[src/rtl/mem_port_arbiter.sv]
// Shares one single-port memory between instruction fetch and load/store, one request/ack transaction at a time.
// Grant on the edge a request is seen in IDLE, valid pulses the cycle after mem_ack, and stall freezes the PC until both requesters are served.
module mem_port_arbiter #(
    parameter int ADDR_W      = 32,
    parameter int DATA_W      = 32,
    parameter int TIMEOUT_CYC = 15
) (
    input  logic              CLK,
    input  logic              reset,
    input  logic              if_req,
    input  logic [ADDR_W-1:0] if_addr,
    output logic [DATA_W-1:0] if_rdata,
    output logic              if_valid,
    input  logic              d_req,
    input  logic              d_we,
    input  logic [ADDR_W-1:0] d_addr,
    input  logic [DATA_W-1:0] d_wdata,
    output logic [DATA_W-1:0] d_rdata,
    output logic              d_valid,
    output logic              mem_req,
    output logic              mem_we,
    output logic [ADDR_W-1:0] mem_addr,
    output logic [DATA_W-1:0] mem_wdata,
    input  logic [DATA_W-1:0] mem_rdata,
    input  logic              mem_ack,
    output logic              stall,
    output logic              timeout_err
);

    localparam logic [1:0] ST_IDLE = 2'd0;
    localparam logic [1:0] ST_XFER = 2'd1;
    localparam logic [1:0] ST_RESP = 2'd2;

    localparam logic GNT_FETCH = 1'b0;
    localparam logic GNT_DATA  = 1'b1;

    localparam logic [7:0] TO_LAST = 8'(TIMEOUT_CYC - 1);

    logic [1:0]        state_q, state_d;
    logic              last_grant_q, last_grant_d;
    logic [7:0]        cnt_q, cnt_d;
    logic              mem_req_q, mem_req_d;
    logic              mem_we_q, mem_we_d;
    logic [ADDR_W-1:0] mem_addr_q, mem_addr_d;
    logic [DATA_W-1:0] mem_wdata_q, mem_wdata_d;
    logic [DATA_W-1:0] if_rdata_q, if_rdata_d;
    logic [DATA_W-1:0] d_rdata_q, d_rdata_d;
    logic              if_valid_q, if_valid_d;
    logic              d_valid_q, d_valid_d;
    logic              timeout_err_q, timeout_err_d;

    logic              grant;
    logic              done;

    always_comb begin
        state_d       = state_q;
        last_grant_d  = last_grant_q;
        cnt_d         = cnt_q;
        mem_req_d     = mem_req_q;
        mem_we_d      = mem_we_q;
        mem_addr_d    = mem_addr_q;
        mem_wdata_d   = mem_wdata_q;
        if_rdata_d    = if_rdata_q;
        d_rdata_d     = d_rdata_q;
        if_valid_d    = 1'b0;
        d_valid_d     = 1'b0;
        timeout_err_d = timeout_err_q;
        grant         = GNT_FETCH;
        done          = 1'b0;

        case (state_q)
            ST_IDLE: begin
                if (if_req || d_req) begin
                    // On a tie the requester that lost last time wins, so neither port starves.
                    if (if_req && d_req) begin
                        grant = ~last_grant_q;
                    end else if (d_req) begin
                        grant = GNT_DATA;
                    end else begin
                        grant = GNT_FETCH;
                    end
                    last_grant_d = grant;
                    mem_req_d    = 1'b1;
                    cnt_d        = 8'd0;
                    state_d      = ST_XFER;
                    if (grant == GNT_DATA) begin
                        mem_addr_d  = d_addr;
                        mem_we_d    = d_we;
                        mem_wdata_d = d_wdata;
                    end else begin
                        mem_addr_d  = if_addr;
                        mem_we_d    = 1'b0;
                    end
                end
            end

            ST_XFER: begin
                // last_grant_q holds the owner of the transaction in flight.
                if (mem_ack) begin
                    done = 1'b1;
                    if (last_grant_q == GNT_FETCH) begin
                        if_rdata_d = mem_rdata;
                    end else if (!mem_we_q) begin
                        d_rdata_d = mem_rdata;
                    end
                end else if (cnt_q == TO_LAST) begin
                    done          = 1'b1;
                    timeout_err_d = 1'b1;
                    if (last_grant_q == GNT_FETCH) begin
                        if_rdata_d = '0;
                    end else begin
                        d_rdata_d = '0;
                    end
                end else begin
                    cnt_d = cnt_q + 8'd1;
                end

                if (done) begin
                    mem_req_d  = 1'b0;
                    mem_we_d   = 1'b0;
                    state_d    = ST_RESP;
                    if_valid_d = (last_grant_q == GNT_FETCH);
                    d_valid_d  = (last_grant_q == GNT_DATA);
                end
            end

            ST_RESP: begin
                state_d = ST_IDLE;
            end

            default: begin
                state_d = ST_IDLE;
            end
        endcase
    end

    always_ff @(posedge CLK) begin
        if (!reset) begin
            state_q       <= ST_IDLE;
            last_grant_q  <= GNT_FETCH;
            cnt_q         <= 8'd0;
            mem_req_q     <= 1'b0;
            mem_we_q      <= 1'b0;
            mem_addr_q    <= '0;
            mem_wdata_q   <= '0;
            if_rdata_q    <= '0;
            d_rdata_q     <= '0;
            if_valid_q    <= 1'b0;
            d_valid_q     <= 1'b0;
            timeout_err_q <= 1'b0;
        end else begin
            state_q       <= state_d;
            last_grant_q  <= last_grant_d;
            cnt_q         <= cnt_d;
            mem_req_q     <= mem_req_d;
            mem_we_q      <= mem_we_d;
            mem_addr_q    <= mem_addr_d;
            mem_wdata_q   <= mem_wdata_d;
            if_rdata_q    <= if_rdata_d;
            d_rdata_q     <= d_rdata_d;
            if_valid_q    <= if_valid_d;
            d_valid_q     <= d_valid_d;
            timeout_err_q <= timeout_err_d;
        end
    end

    assign mem_req     = mem_req_q;
    assign mem_we      = mem_we_q;
    assign mem_addr    = mem_addr_q;
    assign mem_wdata   = mem_wdata_q;
    assign if_rdata    = if_rdata_q;
    assign if_valid    = if_valid_q;
    assign d_rdata     = d_rdata_q;
    assign d_valid     = d_valid_q;
    assign timeout_err = timeout_err_q;

    // Combinational so the PC freezes in the same cycle a request is raised.
    assign stall = (if_req & ~if_valid_q) | (d_req & ~d_valid_q);

endmodule

[config.mk]
export PLATFORM = sky130hd
export DESIGN_NAME = mem_port_arbiter
export DESIGN_NICKNAME = d
export VERILOG_FILES = /design/src/rtl/mem_port_arbiter.sv
export SDC_FILE = /design/constraint.sdc
export NUM_CORES = 1
export LEC_CHECK = 0
export CAP_MARGIN = 15
export CORE_MARGIN = 3
export CORE_UTILIZATION = 44
export DETAILED_ROUTE_END_ITERATION = 10
export PLACE_DENSITY = 0.85
export REMOVE_ABC_BUFFERS = 1
export SLEW_MARGIN = 25
export SYNTH_ARGS = -nofsm -noshare
export SYNTH_HDL_FRONTEND = slang
export SYNTH_SLANG_ARGS = --single-unit
export TNS_END_PERCENT = 5
[constraint.sdc]
create_clock -name CLK -period 2.96 [get_ports CLK]
set_clock_uncertainty 0.1 [all_clocks]
set_input_delay 0.592 -clock CLK [delete_from_list [all_inputs] [get_ports CLK]]
set_output_delay 0.592 -clock CLK [all_outputs]
set_load 0.005 [all_outputs]
* Yosys cells after proc, flatten, opt, wreduce, memory -nomap -nowiden
Cells that the tools add are included.
** Cells by class
- $add $sub $neg :: 1
- Bitwise operators :: 7
- Eq/ne operators :: 7
- Muxes and demuxes :: 30
- Reductions and logical operators :: 14
** Operator list (count)
- $mux W32 :: 10
- $mux W8 :: 3
- $pmux W8 S2 :: 1
- $reduce_and A3 Y1 :: 5
- $mux W1 :: 11
- $ne A2 B2 Y1 const B :: 5
- $add A8 B1 Y8 const B :: 1
- $eq A8 B4 Y1 const B :: 1
- $reduce_and A4 Y1 :: 2
- $mux W2 :: 2
- $not A1 Y1 :: 4
- $pmux W1 S2 :: 2
- $pmux W2 S2 :: 1
- $reduce_and A2 Y1 :: 2
- $reduce_bool A2 Y1 :: 2
- $and A1 B1 Y1 :: 2
- $eq A2 B1 Y1 const B :: 1
- $logic_not A2 Y1 :: 1
- $logic_and A1 B1 Y1 :: 1
- $logic_or A1 B1 Y1 :: 1
- $or A1 B1 Y1 :: 1
** Word-level totals
- Flip-flop bits (word level) :: 144
- Output and inout bits :: 134

* Depth between registers and ports, before layout
Gate-level depths: netlist of the first run.
- Depth after elaboration :: 7
- Gate-level depth with buffers :: 8
- Mapped depth without buffers :: 6

* Least setup slack after synthesis of the first run
Ideal clock, no wire load.
- Kind :: flip-flop to flip-flop
- Start :: register cnt_q[0]
- End :: register d_rdata_q[10] (netlist: d_rdata[10])
- Data required time :: 2.743 ns
- Stages on the path, launching flop included :: 8
- Arrival time :: 1.750 ns
- Clock period less this slack :: 1.967 ns
- Buffers on the path :: 1
- Library setup time :: 0.117 ns
- Setup slack :: 0.993 ns
- Cell sequence :: dfxtp_1 inv_1 ha_1 or4b_4 o41ai_4 a21boi_2 buf_6 a22o_1
** Between the ends
- Longest elaborated chain between the ends :: 3
** Ends and longest elaborated chain
- from (decl) :: RTL line 41 : logic [7:0] cnt_q, cnt_d;
- from (signal assigned) :: RTL line 154 : cnt_q <= cnt_d;
- $eq A8 B4 Y1 :: RTL line 106 : end else if (cnt_q == TO_LAST) begin
- $reduce_bool A2 Y1 (no source line)
- $reduce_and A4 Y1 (no source line)
- to (signal assigned) :: RTL line 160 : d_rdata_q <= d_rdata_d;
- to (decl) :: RTL line 47 : logic [DATA_W-1:0] d_rdata_q, d_rdata_d;
No other way between the ends.
A chain may end at the register's enable or synchronous reset.

* Final worst setup path of the first run
- Start :: input port d_req
- End :: output port stall
** Between the ends
- Longest elaborated chain between the ends :: 2
** Ends and longest elaborated chain
- from (decl) :: RTL line 14 : input logic d_req,
- $and A1 B1 Y1 :: RTL line 178 : assign stall = (if_req & ~if_valid_q) | (d_req & ~d_valid_q);
- $or A1 B1 Y1 :: RTL line 178
- to (decl) :: RTL line 26 : output logic stall,
No other way between the ends.

==> results.yml, run 1 <==
clocking:
  cts-resized-gates: 0
  postCtsSetupBuffers: 0
  cts_tree: "done"
  root_buffer: "clkbuf_16"
  cts_num_sinks: 144
  worstSkewPairLatency_ns: 0.42
  cts_buffers: 17
  clkTransAtPathRegs_ns: 0.06
  cts_hold_buf: 0
  cts.htree.levels: 4
  clock_path_buffers: 2
power_and_ir_drop:
  p_sw_w: 0.00129
  ir_drop_mv: 0.412
  powerDensity_nw_per_um2: 581
  swShare: 0.243
  power.internal_w: 0.00402
  total_power_w: 0.00531
  p_leak_nw: 3.59
  seq_power_share: 0.401
  combinationalPowerShare: 0.169
  power.clock.fraction: 0.430
worst_setup_path:
  crit_path_end_kind: "primary output"
  crit_required_ns: 2.27
  path_max_fanout: 3
  critPathKind: "in -> out"
  cp-start-kind: "input pin"
  worstReg2RegStart: "cnt_q[0]$_SDFFE_PN0P_"
  r2r_setup_slack_ns: 0.67
  r2r_end: "d_rdata[12]$_SDFFE_PN0P_"
  r2r_cells: 7
  critPathArrivalTime_ns: 1.91
timing:
  fmax_mhz: 384
  finalHoldViolations: 0
  fin_tns_setup_ns: 0
  min_period_over_period: 0.879
  slew_headroom: 0.609
  setup_viol: 0
  rsz0062_at_grt: "no"
  setup_slack_ns: 0.358
  min_period_ns: 2.60
  drv_slew: 0
  worstMarginPinSlew_ns: 0.584
hold_path:
  holdPathEnd: "mem_wdata[12]$_SDFFE_PN0P_"
  min_delay_path_depth: 2
  hp-class: "reg -> reg"
  min-delay-start: "mem_wdata[12]$_SDFFE_PN0P_"
grt:
  grtUsageTotal: 0.273
  grt_pass1_wl_um: 30800
  grt_overflow: 0
  grt_pass1_vias: 5778
  antenna_found_initial: 0
  grt_start_max_net_pins: 65
yosys:
  yosysUniqueCellTypes: 45
  synthTopCellsByArea: "dfxtp_1 (51%), a21oi_1 (7.7%), nand2_1 (6.7%)"
  synth_top_area_share: 0.507
  synth_edf_count: 0
  ys_async_sr_fraction: 0
  postSynthCellCount: 599
  avgSynthCellArea_sq_um: 9.49
  ys_ff_latch: 144
  synth_seq_area_share: 0.507
  synth_area_leader_cell: "dfxtp_1"
  yosysWarnings: 0
  synth_area_sq_um: 5690
  synth_flop_cell: "dfxtp_1"
layout:
  drive_gt1_frac: 0.0661
  most-common-layout-cells: "clkdlybuf4s50_1 (266), dfxtp_1 (144), nand2_1 (101)"
  num-nets-final: 985
  area_delta_synth_final_pct: 60.8
  diodes: 0
  layout_commonest_cell: "clkdlybuf4s50_1"
  fin_area_sq_um: 9140
floorplanning:
  num_io_pins: 268
  die_w_um: 120
  core_sq_um: 12300
  dieArea_sq_um: 14300
  start_util: 0.462
  die_y_um: 120
  rows: 40
placed_design:
  placed_area_sq_um: 8510
  dp_hpwl_um: 14100
  io_buffers: 267
  pre_cts_slack_ns: 0.367
  place.gp.congestion: 0.948
route:
  antenna_left: 0
  finalWirelength_um: 19900
  vias: 5717
  first_pass_iters: 5
  drt-initial-drc-count: 567
  drcViolationCount: 0
  vias_per_cell: 5.55
  wl_per_cell_um: 19.3
run_status:
  outcome: "complete, no violations"
flow_run:
  maxCapViolCount: 0
-- state kept, by name, indices dropped and copies added, names as in the netlist --
register and flops:
state_q 2, if_rdata 32, mem_addr 32, cnt_q 8, last_grant_q 1, d_valid 1
mem_wdata 32, mem_req 1, timeout_err 1, mem_we 1, if_valid 1, d_rdata 32
-- area by class of cell --
| class | instances | area [sq um] |
|---|---|---|
| repair buffers | 283 | 2830 |
| clock buffers | 24 | 512 |
| well taps | 168 | 210 |
| flip-flops and latches | 144 | 2880 |
| multi-input cells | 399 | 2570 |
| fillers | 834 | 3170 |
| inverters | 4 | 15.0 |
| clock inverters | 8 | 125 |
-- through the flow --
stage	hold slack [ns]	utilization	instances
6_report	0.355	0.743	1030
3_5_place_dp	0.348	0.691	998
2_1_floorplan	0.345	-	547
3_3_place_gp	0.337	0.691	998
5_1_grt	0.372	0.743	1030
4_1_cts	0.356	0.743	1030
-- metal layers --
metal,track usage,vias to the layer above,part of all wire
met5,0,-,0
met4,0.114,0,0.036
met3,0.0961,46,0.083
met2,0.467,297,0.49
met1,0.308,2700,0.39
li1,-,2674,-
-- Yosys cell counts, types with 4 or more instances --
| library cell | n |
|---|---|
| nand3_1 | 8 |
| a211oi_1 | 31 |
| o21ai_0 | 5 |
| nand2_1 | 101 |
| mux2i_1 | 26 |
| nand2b_1 | 4 |
| a22o_1 | 32 |
| o211a_1 | 26 |
| buf_2 | 18 |
| o21ai_1 | 4 |
| dfxtp_1 | 144 |
| clkbuf_1 | 28 |
| nor2_1 | 10 |
| o22ai_1 | 8 |
| a21oi_1 | 87 |
| a21boi_1 | 19 |
| and2_1 | 4 |
-- kinds of logic after synthesis --
logic type      share of synthesized area
compound gates                      0.284
flops                               0.507
simple gates                        0.112
buf+inv                            0.0469
mux                                0.0458
fa+ha+maj                         0.00440
-- worst max-delay path, stage by stage --
cell,delay (ns)
clkdlybuf4s50_1,0.52
inv_1,0.12
o22ai_1,0.13
clkdlybuf4s50_1,0.55
-- power by group through the flow --
stage	logic, W	clock network [W]	registers [W]
final	0.000898	0.00228	0.00213
after global routing	0.000964	0.00239	0.00214
after CTS	0.000898	0.00231	0.00213
after detailed placement	0.000885	0	0.00216
after global placement	0.000861	0	0.00216
after floorplan	0.000310	0	0.00217
-- worst max path at each step --
stage                               from                  endpoint  slack, ns  cells past startpoint
5_1_grt                            d_req                     stall       0.31                      4
4_1_cts                            d_req                     stall       0.36                      4
2_1_floorplan  last_grant_q$_SDFFE_PN0P_  if_rdata[0]$_SDFFE_PN0P_      -2.99                      3
3_5_place_dp                       d_req                     stall       0.37                      4
6_report                           d_req                     stall       0.36                      4
3_3_place_gp                      if_req                     stall       0.39                      4
Note: power is estimated with default switching activity, not from simulation.
==> inputs of run 2 (changes only) <==
--- a/config.mk
+++ b/config.mk
@@ -5,7 +5,7 @@
 export SDC_FILE = /design/constraint.sdc
 export NUM_CORES = 1
 export LEC_CHECK = 0
-export CAP_MARGIN = 15
+export CAP_MARGIN = 30
 export CORE_MARGIN = 3
 export CORE_UTILIZATION = 44
 export DETAILED_ROUTE_END_ITERATION = 10
==> results of run 2 <==
Final layout, timing and power as in run 1 (identical DEF).
==> inputs of run 3 (changes only) <==
--- a/config.mk
+++ b/config.mk
@@ -7,9 +7,9 @@
 export LEC_CHECK = 0
 export CAP_MARGIN = 30
 export CORE_MARGIN = 3
-export CORE_UTILIZATION = 44
+export CORE_UTILIZATION = 41
 export DETAILED_ROUTE_END_ITERATION = 10
-export PLACE_DENSITY = 0.85
+export PLACE_DENSITY = 0.8
 export REMOVE_ABC_BUFFERS = 1
 export SLEW_MARGIN = 25
 export SYNTH_ARGS = -nofsm -noshare
==> constraint.sdc (replaced) <==
create_clock -name CLK -period 2.5 [get_ports CLK]
set_clock_uncertainty 0.1 [all_clocks]
set_input_delay 0.5 -clock CLK [delete_from_list [all_inputs] [get_ports CLK]]
set_output_delay 0.5 -clock CLK [all_outputs]
set_load 0.005 [all_outputs]
==> run 3 against run 2 <==
  * Wire length shrank 8.2%
  * Sequential share of layout area hardly changed
  * Sequential cell count unchanged
  * Critical path type unchanged
==> results.yml, run 3 (synthesis gave the netlist of run 1 again) <==
floorplanning:
  die_w_um: 124
  rows: 42
  start_util: 0.424
  num_io_pins: 268
  dieArea_sq_um: 15300
  core_sq_um: 13400
  die_y_um: 124
worst_setup_path:
  critPathArrivalTime_ns: 1.79
  critPathKind: "in -> out"
  cp-start-kind: "input pin"
  crit_required_ns: 1.90
  crit_path_end_kind: "primary output"
  path_max_fanout: 2
grt:
  antenna_found_initial: 0
  grt_overflow: 0
  grt_pass1_vias: 5610
  grt_start_max_net_pins: 65
  grtUsageTotal: 0.237
  grt_pass1_wl_um: 28500
clocking:
  cts_buffers: 17
  worstSkewPairLatency_ns: 0.41
  root_buffer: "clkbuf_16"
  cts_tree: "done"
  cts.htree.levels: 4
  cts_hold_buf: 0
  cts_num_sinks: 144
  cts-resized-gates: 0
  clock_path_buffers: 2
  clkTransAtPathRegs_ns: 0.06
  postCtsSetupBuffers: 0
timing:
  rsz0062_at_grt: "no"
  slew_headroom: 0.625
  fmax_mhz: 418
  min_period_over_period: 0.956
  drv_slew: 0
  worst_hold_slack_ns: 0.347
  worstMarginPinSlew_ns: 0.559
  min_period_ns: 2.39
  finalHoldViolations: 0
  setup_viol: 0
layout:
  layout_commonest_cell: "clkdlybuf4s50_1"
  fin_cells: 1042
  diodes: 0
  most-common-layout-cells: "clkdlybuf4s50_1 (266), dfxtp_1 (144), nand2_1 (101)"
  drive_gt1_frac: 0.0693
  fin_util: 0.683
  area_delta_synth_final_pct: 61.0
  num-nets-final: 989
run_status:
  outcome: "complete, no violations"
route:
  drcViolationCount: 0
  wl_per_cell_um: 17.5
  first_pass_iters: 6
  vias: 5566
  drt-initial-drc-count: 411
  vias_per_cell: 5.34
  antenna_left: 0
  finalWirelength_um: 18200
placed_design:
  place.gp.congestion: 0.830
  dp_hpwl_um: 13400
  io_buffers: 267
  dp_cells: 1010
power_and_ir_drop:
  total_power_w: 0.00605
  powerDensity_nw_per_um2: 661
  ir_drop_mv: 0.435
  p_leak_nw: 3.60
flow_run:
  maxCapViolCount: 0
hold_path:
  hp-class: "reg -> reg"
run 3: cell types whose count changed in the layout (fill, tap and decap cells not counted):
cell	previous run	this run
buf_12	3	5
buf_4	13	15
bufinv_16	3	2
clkbuf_1	1	2
clkbuf_8	6	1
clkinv_2	1	3
clkinv_4	0	2
clkinvlp_4	4	2
inv_6	0	3
run 3: metal layers:
metal  track usage  vias up  wire [um]
met1         0.273     2571       7120
met5             0        -          0
met3        0.0795       41       1830
met4        0.0976        0        523
li1              -     2677          -
met2         0.402      277       8750
run 3: power breakdown:
| group | switching (W) | internal (W) |
|---|---|---|
| registers | 0.0000843 | 0.00243 |
| clock network | 0.000976 | 0.00150 |
| logic | 0.000445 | 0.000609 |
| total | 0.00151 | 0.00454 |
run 3: path summary, 6_finish.rpt:
path,startpoint,end,slack [ns],depth (start not counted)
max,if_req,stall,0.11,4
min,mem_req$_SDFFE_PN0P_,mem_req$_SDFFE_PN0P_,0.35,2
min reg2reg,mem_req$_SDFFE_PN0P_,mem_req$_SDFFE_PN0P_,0.35,2
max reg2reg,cnt_q[0]$_SDFFE_PN0P_,if_rdata[13]$_SDFFE_PN0P_,0.20,7
run 3: stage by stage:
stage	cell area, sq um	setup WS [ns]	setup TNS, ns
final	9150	0.109	0
after global routing	9150	0.0395	0
after CTS	9150	0.104	0
after detailed placement	8570	0.104	0
after global placement	8570	0.111	0
after floorplan	5430	-3.45	-202.49
run 3: layout make-up:
cell class / count / area, sq um
well taps: 176 / 220
multi-input cells: 399 / 2570
repair buffers: 287 / 2880
flip-flops and latches: 144 / 2880
fillers: 1019 / 4250
clock inverters: 12 / 134
clock buffers: 20 / 447
inverters: 4 / 15.0
run 3: critical path: stages:
cell and delay [ns]:
clkdlybuf4s50_1 0.52, inv_1 0.08, o22ai_1 0.17, clkdlybuf4s50_1 0.53
